<file path="config.mk">
export PLATFORM = sky130hd
export DESIGN_NAME = framed_shift_register
export DESIGN_NICKNAME = d
export VERILOG_FILES = /design/src/rtl/framed_shift_register.sv
export SDC_FILE = /design/constraint.sdc
export NUM_CORES = 1
export LEC_CHECK = 0
export ABC_CLOCK_PERIOD_IN_PS = 1200
export CORE_MARGIN = 2
export CORE_UTILIZATION = 37
export CTS_CLUSTER_DIAMETER = 30
export CTS_CLUSTER_SIZE = 12
export DETAILED_ROUTE_END_ITERATION = 8
export PLACE_DENSITY = 0.74
export SLEW_MARGIN = 10
export SYNTH_ARGS = -nofsm -noshare
export SYNTH_HDL_FRONTEND = slang
export SYNTH_SLANG_ARGS = --single-unit
</file>
<file path="constraint.sdc">
create_clock -name clk -period 1.2 [get_ports clk]
set_input_delay 0.24 -clock clk [delete_from_list [all_inputs] [get_ports clk]]
set_output_delay 0.24 -clock clk [all_outputs]
set_load 0.005 [all_outputs]
</file>
<file path="src/rtl/framed_shift_register.sv">
// framed_shift_register: width-configurable serial/parallel shifter with bit-counter word framing
module framed_shift_register #(
    parameter int width = 8,
    parameter int counterWidth = 4,
    parameter int lsbFirst = 0
) (
    input  logic                    clk,
    input  logic                    reset,
    input  logic                    peripheralClkEdge,
    input  logic                    parallelLoad,
    input  logic [width-1:0]        parallelDataIn,
    input  logic                    serialDataIn,
    output logic [width-1:0]        parallelDataOut,
    output logic                    serialDataOut,
    output logic [width-1:0]        wordOut,
    output logic                    wordDone,
    output logic [counterWidth-1:0] bitCount
);
    logic [width-1:0] mem;
    logic [width-1:0] memShifted;
    logic             lastBit;
    always_comb begin
        memShifted = (lsbFirst != 0) ? {serialDataIn, mem[width-1:1]} : {mem[width-2:0], serialDataIn};
        lastBit = bitCount == counterWidth'(width - 1);
        parallelDataOut = mem;
        serialDataOut = (lsbFirst != 0) ? mem[0] : mem[width-1];
    end
    always_ff @(posedge clk) begin
        if (reset) begin
            mem <= '0;
            wordOut <= '0;
            bitCount <= '0;
            wordDone <= 1'b0;
        end else if (parallelLoad) begin
            mem <= parallelDataIn;
            bitCount <= '0;
            wordDone <= 1'b0;
        end else if (peripheralClkEdge) begin
            mem <= memShifted;
            bitCount <= lastBit ? '0 : bitCount + counterWidth'(1);
            wordDone <= lastBit;
            if (lastBit) wordOut <= memShifted;
        end else begin
            wordDone <= 1'b0;
        end
    end
endmodule

</file>
Word-level counts from Yosys, hierarchy flattened:

Cells that the tools add are included.

* bits in registers: 21
* bits of input ports: 13
* output and inout bits: 22
* word-level logic and storage cells: 15

* add/sub/neg operators: 1
* equal/unequal tests: 1
* mux-type cells: 3
* bitwise logic cells: 2
* reduce and logical (&&, ||, !) cells: 4

Operators with widths (number)
* 8-bit two-way mux: 2
* 4-bit by 1-bit adder with 4-bit output, second input constant: 1
* 4-bit by 3-bit == test with 1-bit output, second input constant: 1
* 4-bit two-way mux: 1
* 3-bit AND reduction: 1
* 3-bit OR reduction: 1
* 1-bit inverter: 2
* 2-bit nonzero test: 1
* 2-bit OR reduction: 1

Logic depth before layout (Yosys ltp):

* depth after elaboration: 2
* depth in mapped cells: 4
* mapped depth without buffers: 4

Worst setup path after synthesis:

Ideal clock, no wire load.

* path kind: register to register
* from: register bitCount[0]
* to: register wordOut[0]
* library setup time: 0.060 ns
* data arrival time: 1.329 ns
* required time: 1.140 ns
* slack: -0.189 ns
* cell stages (with the launch flop): 5
* buffers on the path: 0
* period minus slack after synthesis: 1.389 ns
* cells stage by stage: dfxtp_1 -> ha_1 -> and4b_1 -> a21oi_1 -> a22o_1

* cells in the longest elaborated chain, start to end: 2

RTL lines
* from (decl): line 17 `output logic [counterWidth-1:0] bitCount`
* from (signal assigned): line 40 `bitCount <= lastBit ? '0 : bitCount + counterWidth'(1);`
* 4-bit by 3-bit == test with 1-bit output: line 24 `lastBit = bitCount == counterWidth'(width - 1);`
* 3-bit AND reduction (no line)
* to (signal assigned): line 42 `if (lastBit) wordOut <= memShifted;`
* to (decl): line 15 `output logic [width-1:0] wordOut,`

No other way between the ends.
A chain may end at the register's enable or synchronous reset.

Worst setup path after layout:

* from: register bitCount[1]
* to: register wordOut[2]

Same word-level chain as after synthesis.

==> impl_metrics.toml <==
[synthesis]
ys_seq_area_share_pct = 50.30
ys_ff_latch = 21
netlist_area_sq_um = 835.8
synthAdderAreaFrac_pct = 1.497
synth_top_family_by_area = "simple AND/OR/NAND/NOR gates"
ys_types = 20
synth_compound_area_share_pct = 15.57
synth_nets = 97
yosys.area_share.simple_pct = 16.77
synth_warnings = 0
synth_mux_area_share_pct = 11.98
syn_inst = 83
avgSynthCellArea_sq_um = 10.07
synthXorXnorAreaFrac_pct = 1.048

[cells_and_area]
nets = 159
most-common-layout-cells = "21 x buf_4, 18 x dlygate4sd2_1, 17 x nand2_1"
syn_to_final_growth_pct = 77.84
drive_gt1_share_pct = 47.92
fin_area_sq_mm = 0.001486
antenna_cells = 0
layout.cells.most_common = "buf_4"
fillers = 181

[clocking]
insertion_delay_ns = 0.32
clk_pin_slew_ns = 0.11
numCtsBuffers = 3
cts_tree = "done"
root_buffer = "clkbuf_4"
clkSinkCount = 21
ctsLongestPathBuffers = 2
htree_levels = 1

[timing]
min_period_over_period_pct = 119.5
clock.fmax_mhz = 697.1
rsz0062_at_grt = "yes"
finClkSkew_ns = 0.003393
hold_viol = 0
setup_viol = 12
worst_slack_ns = -0.2346
layout_min_cycle_time_ns = 1.435
worst_pin_slew_ns = 0.2810
drv_slew = 0
slew_headroom_pct = 81.21
fin_setup_tns_ns = -2.234

[global_routing]
grt_use_total_pct = 18.90
grt_pass1_vias = 796
gr-total-overflow = 0
grt_max_degree = 13
grt_pass1_wl_mm = 3.560
antenna_found_initial = 0

[worst_setup_path]
arrival_ns = 1.65
critPathMaxFanout = 9
slowest_delay_ns = 0.36
crit_top_cell = "buf_6"
worstPathRequired_ns = 1.42
crit_type = "flip-flop to flip-flop"
start_kind = "flip-flop"
reg2reg_slack_ns = -0.23
r2r_end = "wordOut[2]$_SDFFE_PP0P_"
crit_path_end_kind = "flip-flop"
reg2reg_from = "bitCount[1]$_SDFFE_PP0P_"
crit_path_cell_trace = "buf_6, ha_4, and4b_1, nor3b_4, buf_6, a22o_1"
ff2ff_path_depth = 6
crit_slowest_cell = "dfxtp_4"

[power_and_ir_drop]
power.density_mw_per_mm2 = 857.5
pwr-share-seq_pct = 56.6
netSwitchingPower_mw = 0.3139
totalPowerFinal_mw = 1.275
leakage_nw = 0.7199
p_sw_share_pct = 24.62
intPower_mw = 0.9608
clockPowerShare_pct = 27.0
power_frac_comb_pct = 16.4
ir_worst_vdd_mv = 0.9880

[worst_hold_path]
min_path_cells = 4
hold_start = "peripheralClkEdge"
worstHoldEndpoint = "bitCount[3]$_SDFFE_PP0P_"
hold_class = "primary input to flip-flop"

[floorplanning]
die_x_microns = 51.53
fp.dieH_microns = 51.53
die_area_sq_mm = 0.002655
start_util_pct = 38.52
io_pins = 35
std_cell_rows = 17
core_area_sq_mm = 0.002170

[flow_run]
maxCapViolCount = 0

[drt]
firstDrtPassIters = 4
via_per_inst = 4.820
wirelength_mm = 2.164
via_count = 829
drt_iter0_markers = 6
drtAntennaViolNets = 0
drcViolationCount = 0
avgRoutedWirePerCell_microns = 12.58

[run_status]
status = "finished with violations"
failed_checks = "setup timing"

[placement]
gp_congestion = 0.7003
place_area_sq_mm = 0.001305
portBuffers = 34
==> power by group through the flow <==
stage	Clock, mW	Combinational [mW]	Sequential [mW]
after floorplan	0	0.0685	0.744
after global placement	0	0.185	0.743
after detailed placement	0	0.188	0.744
after CTS	0.352	0.204	0.721
after global routing	0.385	0.229	0.724
final	0.345	0.209	0.722
==> worst max-delay path, delay by kind of cell, from the launching register on <==
kind	cells	cell delay, ns
compound gates	1	0.20
fa+ha+maj	1	0.15
buf+inv	2	0.25
flops	1	0.36
simple gates	2	0.38
==> cell families after synthesis <==
family,Yosys count
AND/OR/NAND/NOR,27
adder cells (fa/ha/maj),1
XOR/XNOR,1
AO/OA/AOI/OAI,19
buffers and inverters,5
flip-flops,21
multiplexers,9
==> layout make-up <==
type	instances	area (sq um)	area share [%]
Timing Repair Buffer	61	530.5	35.69
Multi-Input combinational cell	57	437.9	29.46
Clock buffer	3	22.52	1.515
Inverter	1	3.754	0.2525
Sequential cell	21	451.7	30.39
Clock inverter	1	5.005	0.3367
Tap cell	28	35.03	2.357
==> metrics by stage <==
stage,std cells,setup WS [ns],hold WS [ns],util [%]
finish,172,-0.2346,0.4268,68.51
global route,172,-0.2782,0.4444,68.51
CTS,171,-0.2218,0.4531,66.90
detailed placement,153,-0.3823,0.4662,60.15
global placement,153,-0.3361,0.4635,60.15
floorplan,83,-0.04086,0.3030,-
==> timing repair <==
action                                  CTS  global route
endpoints found under the setup margin   35            24
pin swaps                                 7             5
setup buffers                            15             1
hold buffers                              0             0
resized for setup                        48            11
==> flip-flops by register name, summed over array words and instances (netlist names) <==
| name | cells |
|---|---|
| bitCount | 4 |
| parallelDataOut | 8 |
| wordDone | 1 |
| wordOut | 8 |
==> metal layers <==
metal / vias to the layer above / part of all wire [%] / global-route usage [%]
li1: 416 / - / -
met1: 388 / 40 / 20.58
met2: 20 / 54 / 32.69
met3: 5 / 4.1 / 5.460
met4: 0 / 2.4 / 10.53
met5: - / 0 / 0
==> synth_stat cells <==
master / count / share of area (%)
ha_1: 1 / 1.5
mux2i_1: 1 / 1.2
nand2_1: 18 / 8.1
a22o_1: 8 / 8.4
nand3b_1: 2 / 1.8
nand2b_1: 1 / 0.75
xor2_1: 1 / 1.0
dfxtp_1: 21 / 50
a21oi_1: 9 / 5.4
inv_2: 1 / 0.45
nand4_1: 1 / 0.75
buf_4: 1 / 0.90
nor3_1: 2 / 1.2
or3_1: 1 / 0.75
nor3b_4: 1 / 2.2
buf_2: 1 / 0.60
clkbuf_1: 2 / 0.90
and4b_1: 1 / 1.2
mux2_2: 8 / 11
a211oi_1: 2 / 1.8
==> how the worst max path moves through the flow <==
stage	from	endpoint	slack [ns]	cells past startpoint
finish	bitCount[1]$_SDFFE_PP0P_	wordOut[2]$_SDFFE_PP0P_	-0.23	6
global route	bitCount[1]$_SDFFE_PP0P_	wordOut[2]$_SDFFE_PP0P_	-0.28	6
CTS	bitCount[1]$_SDFFE_PP0P_	wordOut[2]$_SDFFE_PP0P_	-0.22	5
detailed placement	peripheralClkEdge	wordOut[7]$_SDFFE_PP0P_	-0.38	5
global placement	peripheralClkEdge	wordOut[5]$_SDFFE_PP0P_	-0.34	5
floorplan	bitCount[1]$_SDFFE_PP0P_	wordOut[0]$_SDFFE_PP0P_	-0.04	4
Power figures use the tool's default switching activity.
